`config.mk`:
```
export PLATFORM = sky130hd
export DESIGN_NAME = dmem_arbiter
export DESIGN_NICKNAME = d
export VERILOG_FILES = /design/src/rtl/soc_pkg.sv /design/src/rtl/dmem_arbiter_refresh_timer.sv /design/src/rtl/dmem_arbiter.sv
export SDC_FILE = /design/constraint.sdc
export NUM_CORES = 1
export LEC_CHECK = 0
export CORE_UTILIZATION = 38
export CTS_CLUSTER_SIZE = 40
export DETAILED_ROUTE_END_ITERATION = 16
export PLACE_DENSITY = 0.91
export SYNTH_ARGS = -nofsm -noshare
export SYNTH_HDL_FRONTEND = slang
export SYNTH_SLANG_ARGS = --single-unit
```
`constraint.sdc`:
```
create_clock -name clk -period 2.8 [get_ports clk]
set_input_delay 0.42 -clock clk [delete_from_list [all_inputs] [get_ports clk]]
set_output_delay 0.42 -clock clk [all_outputs]
set_load 0.01 [all_outputs]
```
`src/rtl/soc_pkg.sv`:
```
`default_nettype none
// ============================================================================
//  Module      : soc_pkg
//  Description : Shared types and constants for the data-memory subsystem.
//  Revision    : 1.0  initial release
// ============================================================================
package soc_pkg;

   // Arbiter FSM states
   typedef enum logic [1:0] {
      IDLE    = 2'd0,
      CORE_RD = 2'd1,
      SCAN_RD = 2'd2
   } arb_state_t;

   // Word-address width of the data RAM
   localparam int DMEM_ADDR_W = 6;

   // First RAM word holding the seven-segment digits
   localparam int SEG_MEM_MAP = 0;

endpackage
`default_nettype wire

```
`src/rtl/dmem_arbiter_refresh_timer.sv`:
```
`default_nettype none
// ============================================================================
//  Module      : refresh_timer
//  Description : Free-running 0..CYCLES-1 counter; tick is high during the
//                wrap cycle (count == CYCLES-1).
//  Revision    : 1.0  initial release
// ============================================================================
module refresh_timer #(
   parameter int CYCLES = 1024
) (
   input  logic clk,
   input  logic reset,
   output logic tick
);

   localparam int c_CNT_W = (CYCLES > 1) ? $clog2(CYCLES) : 1;
   localparam logic [c_CNT_W-1:0] c_LAST = c_CNT_W'(CYCLES - 1);

   logic [c_CNT_W-1:0] r_cnt;

   // Wrap counter: restarts at zero after the last count
   always_ff @(posedge clk or posedge reset) begin
      if (reset) begin
         r_cnt <= '0;
      end else if (r_cnt == c_LAST) begin
         r_cnt <= '0;
      end else begin
         r_cnt <= r_cnt + 1'b1;
      end
   end

   assign tick = (r_cnt == c_LAST);

endmodule
`default_nettype wire

```
`src/rtl/dmem_arbiter.sv`:
```
`default_nettype none
// ============================================================================
//  Module      : dmem_arbiter
//  Description : Single-port data-RAM arbiter. The core load/store port has
//                priority; a background engine periodically reads the display
//                words into a nibble shadow register. A starvation guard
//                forces one scan slot after MAX_WAIT blocked cycles.
//  Revision    : 1.0  initial release
// ============================================================================
module dmem_arbiter
   import soc_pkg::*;
#(
   parameter int ADDR_W         = DMEM_ADDR_W,
   parameter int DISP_BASE      = SEG_MEM_MAP,
   parameter int DISP_WORDS     = 4,
   parameter int REFRESH_CYCLES = 1024,
   parameter int MAX_WAIT       = 8
) (
   input  logic                    clk,
   input  logic                    reset,
   input  logic                    core_req,
   input  logic                    core_we,
   input  logic [31:0]             core_addr,
   input  logic [31:0]             core_wdata,
   output logic [31:0]             core_rdata,
   output logic                    core_ready,
   output logic                    mem_en,
   output logic                    mem_we,
   output logic [ADDR_W-1:0]       mem_addr,
   output logic [31:0]             mem_wdata,
   input  logic [31:0]             mem_rdata,
   output logic [4*DISP_WORDS-1:0] disp_nibbles,
   output logic                    disp_valid
);

   localparam int c_IDX_W  = (DISP_WORDS > 1) ? $clog2(DISP_WORDS) : 1;
   localparam int c_WAIT_W = $clog2(MAX_WAIT + 1);
   localparam logic [c_IDX_W-1:0]  c_LAST_IDX = c_IDX_W'(DISP_WORDS - 1);
   localparam logic [c_WAIT_W-1:0] c_MAX_WAIT = c_WAIT_W'(MAX_WAIT);

   arb_state_t               r_state, w_next;
   logic [c_IDX_W-1:0]       r_scan_idx;
   logic                     r_scan_pending;
   logic [c_WAIT_W-1:0]      r_wait;
   logic                     r_oor_rd;
   logic [31:0]              r_rdata;
   logic [4*DISP_WORDS-1:0]  r_nibbles;
   logic                     r_valid;

   logic                     w_tick;
   logic                     w_force;
   logic                     w_oor;
   logic [ADDR_W-1:0]        w_word;
   logic [ADDR_W-1:0]        w_scan_addr;
   logic                     w_scan_grant;
   logic                     w_core_rd_grant;
   logic                     w_scan_done;
   logic [31:0]              w_rd_data;
   logic                     w_unused_addr_bits;

   refresh_timer #(
      .CYCLES (REFRESH_CYCLES)
   ) u_refresh (
      .clk   (clk),
      .reset (reset),
      .tick  (w_tick)
   );

   assign w_word             = core_addr[ADDR_W+1:2];
   assign w_oor              = |core_addr[31:ADDR_W+2];
   assign w_scan_addr        = ADDR_W'(DISP_BASE) + ADDR_W'(r_scan_idx);
   assign w_force            = r_scan_pending && (r_wait == c_MAX_WAIT);
   assign w_scan_done        = (r_state == SCAN_RD) && (r_scan_idx == c_LAST_IDX);
   assign w_unused_addr_bits = ^core_addr[1:0];

   // Read data is live from the RAM while core_ready is up, then held
   assign w_rd_data  = r_oor_rd ? 32'd0 : mem_rdata;
   assign core_rdata = (r_state == CORE_RD) ? w_rd_data : r_rdata;

   assign disp_nibbles = r_nibbles;
   assign disp_valid   = r_valid;

   // State register
   always_ff @(posedge clk or posedge reset) begin
      if (reset) begin
         r_state <= IDLE;
      end else begin
         r_state <= w_next;
      end
   end

   // Grant decision, next state and RAM/core strobes
   always_comb begin
      w_next          = r_state;
      mem_en          = 1'b0;
      mem_we          = 1'b0;
      mem_addr        = w_word;
      mem_wdata       = core_wdata;
      core_ready      = 1'b0;
      w_scan_grant    = 1'b0;
      w_core_rd_grant = 1'b0;
      case (r_state)
         IDLE: begin
            if (core_req && !w_force) begin
               if (core_we) begin
                  mem_en     = !w_oor;
                  mem_we     = !w_oor;
                  core_ready = 1'b1;
               end else begin
                  mem_en          = !w_oor;
                  w_core_rd_grant = 1'b1;
                  w_next          = CORE_RD;
               end
            end else if (r_scan_pending) begin
               mem_en       = 1'b1;
               mem_addr     = w_scan_addr;
               w_scan_grant = 1'b1;
               w_next       = SCAN_RD;
            end
         end
         CORE_RD: begin
            core_ready = 1'b1;
            w_next     = IDLE;
         end
         SCAN_RD: begin
            w_next = IDLE;
         end
         default: begin
            w_next = IDLE;
         end
      endcase
   end

   // Core read bookkeeping: range flag and held read data
   always_ff @(posedge clk or posedge reset) begin
      if (reset) begin
         r_oor_rd <= 1'b0;
         r_rdata  <= '0;
      end else begin
         if (w_core_rd_grant) begin
            r_oor_rd <= w_oor;
         end
         if (r_state == CORE_RD) begin
            r_rdata <= w_rd_data;
         end
      end
   end

   // Scan engine: pending flag, word index, shadow nibbles and valid flag
   always_ff @(posedge clk or posedge reset) begin
      if (reset) begin
         r_scan_pending <= 1'b0;
         r_scan_idx     <= '0;
         r_nibbles      <= '0;
         r_valid        <= 1'b0;
      end else begin
         if (r_state == SCAN_RD) begin
            r_nibbles[4*r_scan_idx +: 4] <= mem_rdata[3:0];
            if (w_scan_done) begin
               r_scan_idx <= '0;
               r_valid    <= 1'b1;
            end else begin
               r_scan_idx <= r_scan_idx + 1'b1;
            end
         end
         // A wrap in the completion cycle re-arms the scan; a wrap while
         // already pending is simply absorbed.
         if (w_scan_done) begin
            r_scan_pending <= 1'b0;
         end
         if (w_tick) begin
            r_scan_pending <= 1'b1;
         end
      end
   end

   // Starvation counter: counts cycles a pending scan is held off by the
   // core (not the scan's own read cycle), saturating at MAX_WAIT
   always_ff @(posedge clk or posedge reset) begin
      if (reset) begin
         r_wait <= '0;
      end else if (w_scan_grant) begin
         r_wait <= '0;
      end else if (r_scan_pending && (r_state != SCAN_RD) && (r_wait != c_MAX_WAIT)) begin
         r_wait <= r_wait + 1'b1;
      end
   end

endmodule
`default_nettype wire

```
# [Word-level counts from Yosys, hierarchy flattened]
# Cells that the tools add are included.
[classes] addsub=4 shifts=2 mux=30 n_eq_ne=9 reduce_logical=13
[ops] cell="$mux W32" count=2
[ops] cell="$neg A4 Y34" count=1
[ops] cell="$shift A4 B34 Y16 const A" count=1
[ops] cell="$shiftx A4 B34 Y16" count=1
[ops] cell="$reduce_or A24 Y1" count=1
[ops] cell="$mux W6" count=3
[ops] cell="$bwmux W16" count=1
[ops] cell="$mux W1" count=15
[ops] cell="$add A10 B1 Y10 const B" count=1
[ops] cell="$eq A10 B10 Y1 const B" count=1
[ops] cell="$mux W10" count=1
[ops] cell="$mux W2" count=5
[ops] cell="$mux W4" count=2
[ops] cell="$ne A3 B3 Y1 const B" count=2
[ops] cell="$logic_and A1 B1 Y1" count=5
[ops] cell="$add A4 B1 Y4 const B" count=1
[ops] cell="$eq A2 B2 Y1 const B" count=2
[ops] cell="$eq A4 B4 Y1 const B" count=1
[ops] cell="$ne A4 B4 Y1 const B" count=1
[ops] cell="$reduce_and A2 Y1" count=2
[ops] cell="$reduce_bool A2 Y1" count=2
[ops] cell="$add A2 B1 Y2 const B" count=1
[ops] cell="$eq A2 B1 Y1 const B" count=1
[ops] cell="$logic_not A1 Y1" count=2
[ops] cell="other kinds (3)" count=3
[word_totals] ff_bits=69 out_inout_bits=90

# [Logic depth before layout (Yosys ltp)]
# Gate-level depths: netlist of run 1.
[logic_depth] word_depth=7 mapped_depth=7 ltp_nobuf=6

# [Cells and area by module]
# Synthesis of run 1 repeated with hierarchy kept, for this count alone.
[unflattened] cells_unflattened=332 area_unflattened_um2=3414.5
[by_module_without_submodules] mod="dmem_arbiter" cells_per_inst=289 seq_area_each_um2=1476.4 area_per_inst_um2=2949.1 instances=1
[by_module_without_submodules] mod="refresh_timer" cells_per_inst=43 seq_area_each_um2=250.2 area_per_inst_um2=465.4 instances=1

# [Worst setup path before layout of run 1]
# Ideal clock, no wire load.
[synth_timing] path_type="flip-flop to output port" from="register r_wait[0]" to="output mem_en" arrival_ns=1.384 slack_ns=0.996 required_time_ns=2.380 stages_incl_launch_ff=8 path_cell_list="dfrtp_1 -> inv_1 -> ha_1 -> nand4b_1 -> nand2_1 -> and3_1 -> buf_2 -> or2_1"
[synth_via] elab_chain_cells=6
[synth_rtl] item="start: declaration" line_no="dmem_arbiter.sv:44" source="logic [c_WAIT_W-1:0] r_wait;"
[synth_rtl] item="start signal: assignment" line_no="dmem_arbiter.sv:185" source="r_wait <= r_wait + 1'b1;"
[synth_rtl] item="$eq A4 B4 Y1" line_no="dmem_arbiter.sv:72" source="assign w_force = r_scan_pending && (r_wait == c_MAX_WAIT);"
[synth_rtl] item="$logic_and A1 B1 Y1" line_no="dmem_arbiter.sv:72"
[synth_rtl] item="$logic_not A1 Y1" line_no="dmem_arbiter.sv:104" source="if (core_req && !w_force) begin"
[synth_rtl] item="$logic_and A1 B1 Y1" line_no="dmem_arbiter.sv:104"
[synth_rtl] item="$mux W1" line_no="dmem_arbiter.sv:104"
[synth_rtl] item="$mux W1" line_no="dmem_arbiter.sv:102" source="case (r_state)"
[synth_rtl] item="end: declaration" line_no="dmem_arbiter.sv:27" source="output logic mem_en,"
# No other way between the ends.

# [Worst setup path after layout of run 1]
[layout_timing] from="input core_addr[21]" to="output mem_en"
[layout_via] elab_chain_cells=4
[layout_rtl] item="start: declaration" line_no="dmem_arbiter.sv:23" source="input logic [31:0] core_addr,"
[layout_rtl] item="$reduce_or A24 Y1" line_no="dmem_arbiter.sv:70" source="assign w_oor = |core_addr[31:ADDR_W+2];"
[layout_rtl] item="$logic_not A1 Y1" line_no="dmem_arbiter.sv:106, dmem_arbiter.sv:110"
[layout_rtl] item="$mux W1" line_no="dmem_arbiter.sv:104"
[layout_rtl] item="$mux W1" line_no="dmem_arbiter.sv:102"
# No other way between the ends.

==> flow_summary.yaml, run 1 <==
run_status:
  outcome: "complete, no violations"
sta:
  hold_violations: 0
  setup_viol: 0
  finalCritPeriodShare_pct: 95.1
  post-route-min-period_ns: 2.66
  worst_pin_slew_ns: 0.378
  slew_headroom_pct: 74.6
  max_freq_ghz: 0.376
  fin_tns_setup_ns: 0
  rsz0062_at_grt: "false"
  clock_skew_ns: 0.00656
  fin_hold_ws_ns: 0.342
  slew_violations: 0
grt:
  antenna_found_initial: 0
  grt_pass1_vias: 2740
  grt_max_degree: 59
  gr-total-overflow: 0
  track_usage_pct: 18.7
  grt_pass1_wl_mm: 12.8
min_path:
  hold_class: "in -> async"
logic_synthesis:
  yosysTopAreaCellShare_pct: 52.5
  ys_async_sr_fraction_pct: 100
  synth_warnings: 0
  synth_nets: 432
  syn-instance-count: 324
  synth_top_cell_by_area: "dfrtp_1"
  syn_avg_cell_area_um2: 10.2
  synth_edf_count: 0
  yosysMostFrequentCell: "nand2_1"
  seq_area_frac_synth_pct: 52.5
  syn_area_um2: 3290
  yosys-top-cells-count: "nand2_1, dfrtp_1, o21ai_0"
  dominantRegCellSynth: "dfrtp_1"
  yosysUniqueCellTypes: 37
  ys_top_cells_by_area: "dfrtp_1, nand2_1, buf_4, o21ai_0, a22o_1"
  synth-seq-cells: 69
setup_path:
  cp.arrival_ns: 2.24
  worstSetupEndpointType: "output port"
  start_kind: "input port"
  cp_max_fo: 2
  critPathKind: "in -> out"
  rrSetupSlack_ns: 0.92
  required_ns: 2.38
clocking:
  clkLatencyLatePin_ns: 0.33
  cts_tree: "done"
  cts_buffer_depth: 2
  h-tree-depth: 3
  cts.sinks: 69
  cts_root_buf: "clkbuf_8"
  cts_buffers: 9
  clk_pin_slew_ns: 0.07
detailed_routing:
  ant_nets: 0
  vias: 2668
  drc: 0
  first_pass_iters: 4
  drtIter0Drc: 73
  routedWlPerCell_um: 14.9
  wl_mm: 7.91
  via_per_inst: 5.02
placement:
  place_congestion: 0.725
  hpwlAfterDp_mm: 5.98
  io_buffers: 123
power_and_ir_drop:
  cellPowerDensity_nw_per_um2: 402
  peakVddDrop_v: 0.000245
  leakage_uw: 0.00203
die:
  coreArea_um2: 8300
  num_rows: 33
  fp.dieW_um: 95.1
  io_pins: 190
  start_util_pct: 39.7
  die-area_um2: 9040
  die_h_um: 95.1
run:
  max_cap_violations: 0
cells_and_area:
  drive_gt1_share_pct: 9.39
  regArea_um2: 1730
  multi_input_area_um2: 1280
  fillerInstances: 720
  fin_nets: 529
  syn_to_final_growth_pct: 41.7
  n_antenna_cell: 0
## path summary, 6_finish.rpt
kind                                      startpoint                      endpoint  cells after the start
hold / removal                                 reset         r_rdata[31]$_DFF_PP0_                      2
min in group clk              disp_valid$_DFFE_PP0P_        disp_valid$_DFFE_PP0P_                      1
setup / recovery                       core_addr[21]                        mem_en                      6
hold reg to reg               disp_valid$_DFFE_PP0P_        disp_valid$_DFFE_PP0P_                      1
setup reg to reg           r_scan_idx[0]$_DFFE_PP0P_  disp_nibbles[14]$_DFFE_PP0P_                      4
max in group asynchronous                      reset  disp_nibbles[12]$_DFFE_PP0P_                      3
## flip-flops by register name, indices dropped and copies added, names as in the netlist
| name | cells |
|---|---|
| r_rdata | 32 |
| disp_nibbles | 16 |
| u_refresh.r_cnt | 10 |
| r_wait | 4 |
| r_scan_idx | 2 |
| r_state | 2 |
| disp_valid | 1 |
| r_oor_rd | 1 |
| r_scan_pending | 1 |
## where the power goes
part	internal [uW]	switching, uW
combinational	100	62.4
clock	366	350
sequential	997	1.94
## kinds of logic (layout without fill, tap and decap cells)
family	after synthesis	after routing	share of synthesized area [%]
and+or+nand+nor	130	130	20.9
DFF	69	69	52.5
AOI/OAI and AO/OA	53	53	10.1
buffers and inverters	50	152	9.54
xor gates and xnor gates	10	10	2.66
adders and majority gates	8	8	3.04
muxes	4	4	1.29
## placed cells by master, fill, tap and decap left out, types with 4 or more instances in the layout
master	count
xnor2_1	6
clkdlybuf4s50_1	116
clkbuf_8	11
ha_1	8
dlymetal6s2s_1	7
nor2b_1	5
nand3_1	6
dfrtp_1	69
nor2_1	14
inv_1	5
xor2_1	4
nor4_1	6
a22o_1	16
nand2_1	69
buf_4	4
o21ai_0	34
## area by class of cell
cell class              instances  share of cell area (%)
repair buffers                129                    28.3
clock inverters                 4                   0.483
multi-input cells             205                    27.5
flip-flops and latches         69                    37.0
clock buffers                  12                    3.33
well taps                     105                    2.82
inverters                       7                   0.644
## through the flow
step / util, % / cells / cell area [um2] / power (uW) / setup slack, ns
finish: 56.2 / 531 / 4670 / 1880 / 0.138
global route: 56.2 / 531 / 4670 / 1960 / 0.0225
CTS: 55.6 / 530 / 4610 / 1900 / 0.000725
detailed placement: 53.4 / 514 / 4430 / 1180 / 0.0129
global placement: 53.4 / 514 / 4430 / 1180 / 0.0478
floorplan: - / 324 / 3290 / 1100 / 0.640
## metal layers
metal	track usage, %	up-vias	wire (um)
li1	-	1255	-
met1	22.1	1258	3240
met2	31.2	122	3880
met3	4.07	33	530
met4	11.4	0	259
met5	0	-	0
## repair_timing
action	4_1_cts	5_1_grt
setup buffers	0	1
hold endpoints to repair	0	0
hold buffers	0	0
endpoints found under the setup margin	2	30
resized for setup	2	12
pin swaps	0	2
## critical path, cell delays in order
cell,delay [ns]
clkdlybuf4s50_1,0.40
nor4_1,0.32
nand4_1,0.22
nor4_4,0.19
or2_1,0.15
clkdlybuf4s50_1,0.54
Note: power is estimated with default switching activity, not from simulation.
==> inputs of run 2 (changes only) <==
Settings changed: CAP_MARGIN set to 20, CORE_UTILIZATION 38 to 41, PLACE_DENSITY 0.91 to 0.95.
Clock period 2.8 ns to 3.2 ns, I/O delays scaled along.
==> flow_summary.yaml, run 2 (same netlist as run 1, synthesis figures left out) <==
sta:
  hold_violations: 0
  post-route-min-period_ns: 2.96
  slew_headroom_pct: 62.5
  slew_violations: 0
  finalCritPeriodShare_pct: 92.5
  max_freq_ghz: 0.338
  setup_viol: 0
  fin_tns_setup_ns: 0
  worst_pin_slew_ns: 0.562
  clock_skew_ns: 0.00992
  rsz0062_at_grt: "false"
  fin_ws_ns: 0.240
setup_path:
  crit_slowest_cell: "clkdlybuf4s50_1"
  required_ns: 2.72
  cp.arrival_ns: 2.48
  max_stage_delay_ns: 0.48
  path_buf_inv: 2
  start_kind: "flop"
  cp_cell_sequence: "inv_1, ha_1, nand4b_1, nand2_1, and3_2, mux2_2, clkdlybuf4s50_1"
  worstSetupEndpointType: "output port"
  critPathKind: "reg -> out"
  critPathTopFamily: "simple AND/OR/NAND/NOR gates"
  cp_max_fo: 12
power_and_ir_drop:
  cellPowerDensity_nw_per_um2: 389
  power.switching_uw: 367
  p_sw_share_pct: 20.3
  pwr-share-comb_pct: 7.7
  pwr-share-clk_pct: 43.9
  pwr-share-seq_pct: 48.4
  leakage_uw: 0.00197
  peakVddDrop_v: 0.000213
  intPower_uw: 1440
clocking:
  post_cts_buffers: 0
  cts_buffers: 9
  cts_tree: "done"
  h-tree-depth: 3
  cts.sinks: 69
  clkLatencyLatePin_ns: 0.34
  cts_root_buf: "clkbuf_8"
  cts_buffer_depth: 2
  clk_pin_slew_ns: 0.07
placement:
  io_buffers: 123
  hpwlAfterDp_mm: 5.89
  dp_slack_ns: 0.171
  place_congestion: 0.783
die:
  coreArea_um2: 7730
  num_rows: 32
  die-area_um2: 8390
  start_util_pct: 42.6
  die_h_um: 91.6
  io_pins: 190
  fp.dieW_um: 91.6
cells_and_area:
  final_cell_mix: "clkdlybuf4s50_1, nand2_1, dfrtp_1"
  layout_commonest_cell: "clkdlybuf4s50_1"
  fillerInstances: 628
  largest_register: "r_rdata"
  drive_gt1_share_pct: 8.71
  fin_nets: 528
  syn_to_final_growth_pct: 40.8
  largest_reg_flops: 32
  n_antenna_cell: 0
detailed_routing:
  ant_nets: 0
  routedWlPerCell_um: 14.6
  via_per_inst: 4.97
  drtIter0Drc: 117
  drc: 0
  first_pass_iters: 4
  vias: 2617
  wl_mm: 7.69
grt:
  grt_pass1_wl_mm: 12.3
  grt_max_degree: 33
  gr-total-overflow: 0
  track_usage_pct: 19.3
  grt_pass1_vias: 2583
  antenna_found_initial: 0
run_status:
  outcome: "complete, no violations"
run:
  max_cap_violations: 0
min_path:
  hold_class: "reg -> reg"
-- run 2: metrics by stage --
stage                     power [uW]  instances  area (um2)  hold WS, ns  utilization, %
after detailed placement        1030        511        4400        0.453            57.0
after CTS                       1830        527        4630        0.472            59.9
after global routing            1870        527        4640        0.489            60.0
after global placement          1030        511        4400        0.454            57.0
after floorplan                  966        324        3290        0.445               -
final                           1800        527        4640        0.469            60.0
-- run 2: area by class of cell --
class	instances	area, um2	share of cell area, %
flip-flops and latches	69	1730	37.2
repair buffers	128	1270	27.4
multi-input cells	205	1260	27.2
clock buffers	12	155	3.35
well taps	102	128	2.75
clock inverters	4	70.1	1.51
inverters	7	26.3	0.567
-- run 2: what timing repair did --
item	in CTS	in global routing
hold buffers	0	0
gates resized for setup	0	2
endpoints found under the setup margin	0	2
-- run 2: path summary, 6_finish.rpt --
path	from	to	slack, ns	cells past startpoint
setup / recovery	r_wait[0]$_DFFE_PP0P_	mem_addr[0]	0.24	7
hold / removal	disp_valid$_DFFE_PP0P_	disp_valid$_DFFE_PP0P_	0.47	1
setup reg to reg	r_scan_idx[0]$_DFFE_PP0P_	disp_nibbles[13]$_DFFE_PP0P_	1.23	4
hold reg to reg	disp_valid$_DFFE_PP0P_	disp_valid$_DFFE_PP0P_	0.47	1
max in group asynchronous	reset	r_state[0]$_DFFE_PP0P_	1.96	3
min in group asynchronous	reset	r_rdata[15]$_DFF_PP0_	0.51	2
-- run 2: power by group through the flow --
stage	combinational, uW	clock, uW	sequential, uW
after floorplan	75.7	0	890
after global placement	138	0	890
after detailed placement	140	0	890
after CTS	141	811	873
after global routing	150	845	873
final	139	792	873
-- run 2: layer usage --
layer	global-route usage, %	vias up	part of all wire (%)
li1	-	1253	-
met1	22.5	1231	41
met2	32.7	117	51
met3	4.10	16	5.8
met4	10.8	0	2.4
met5	0	-	0
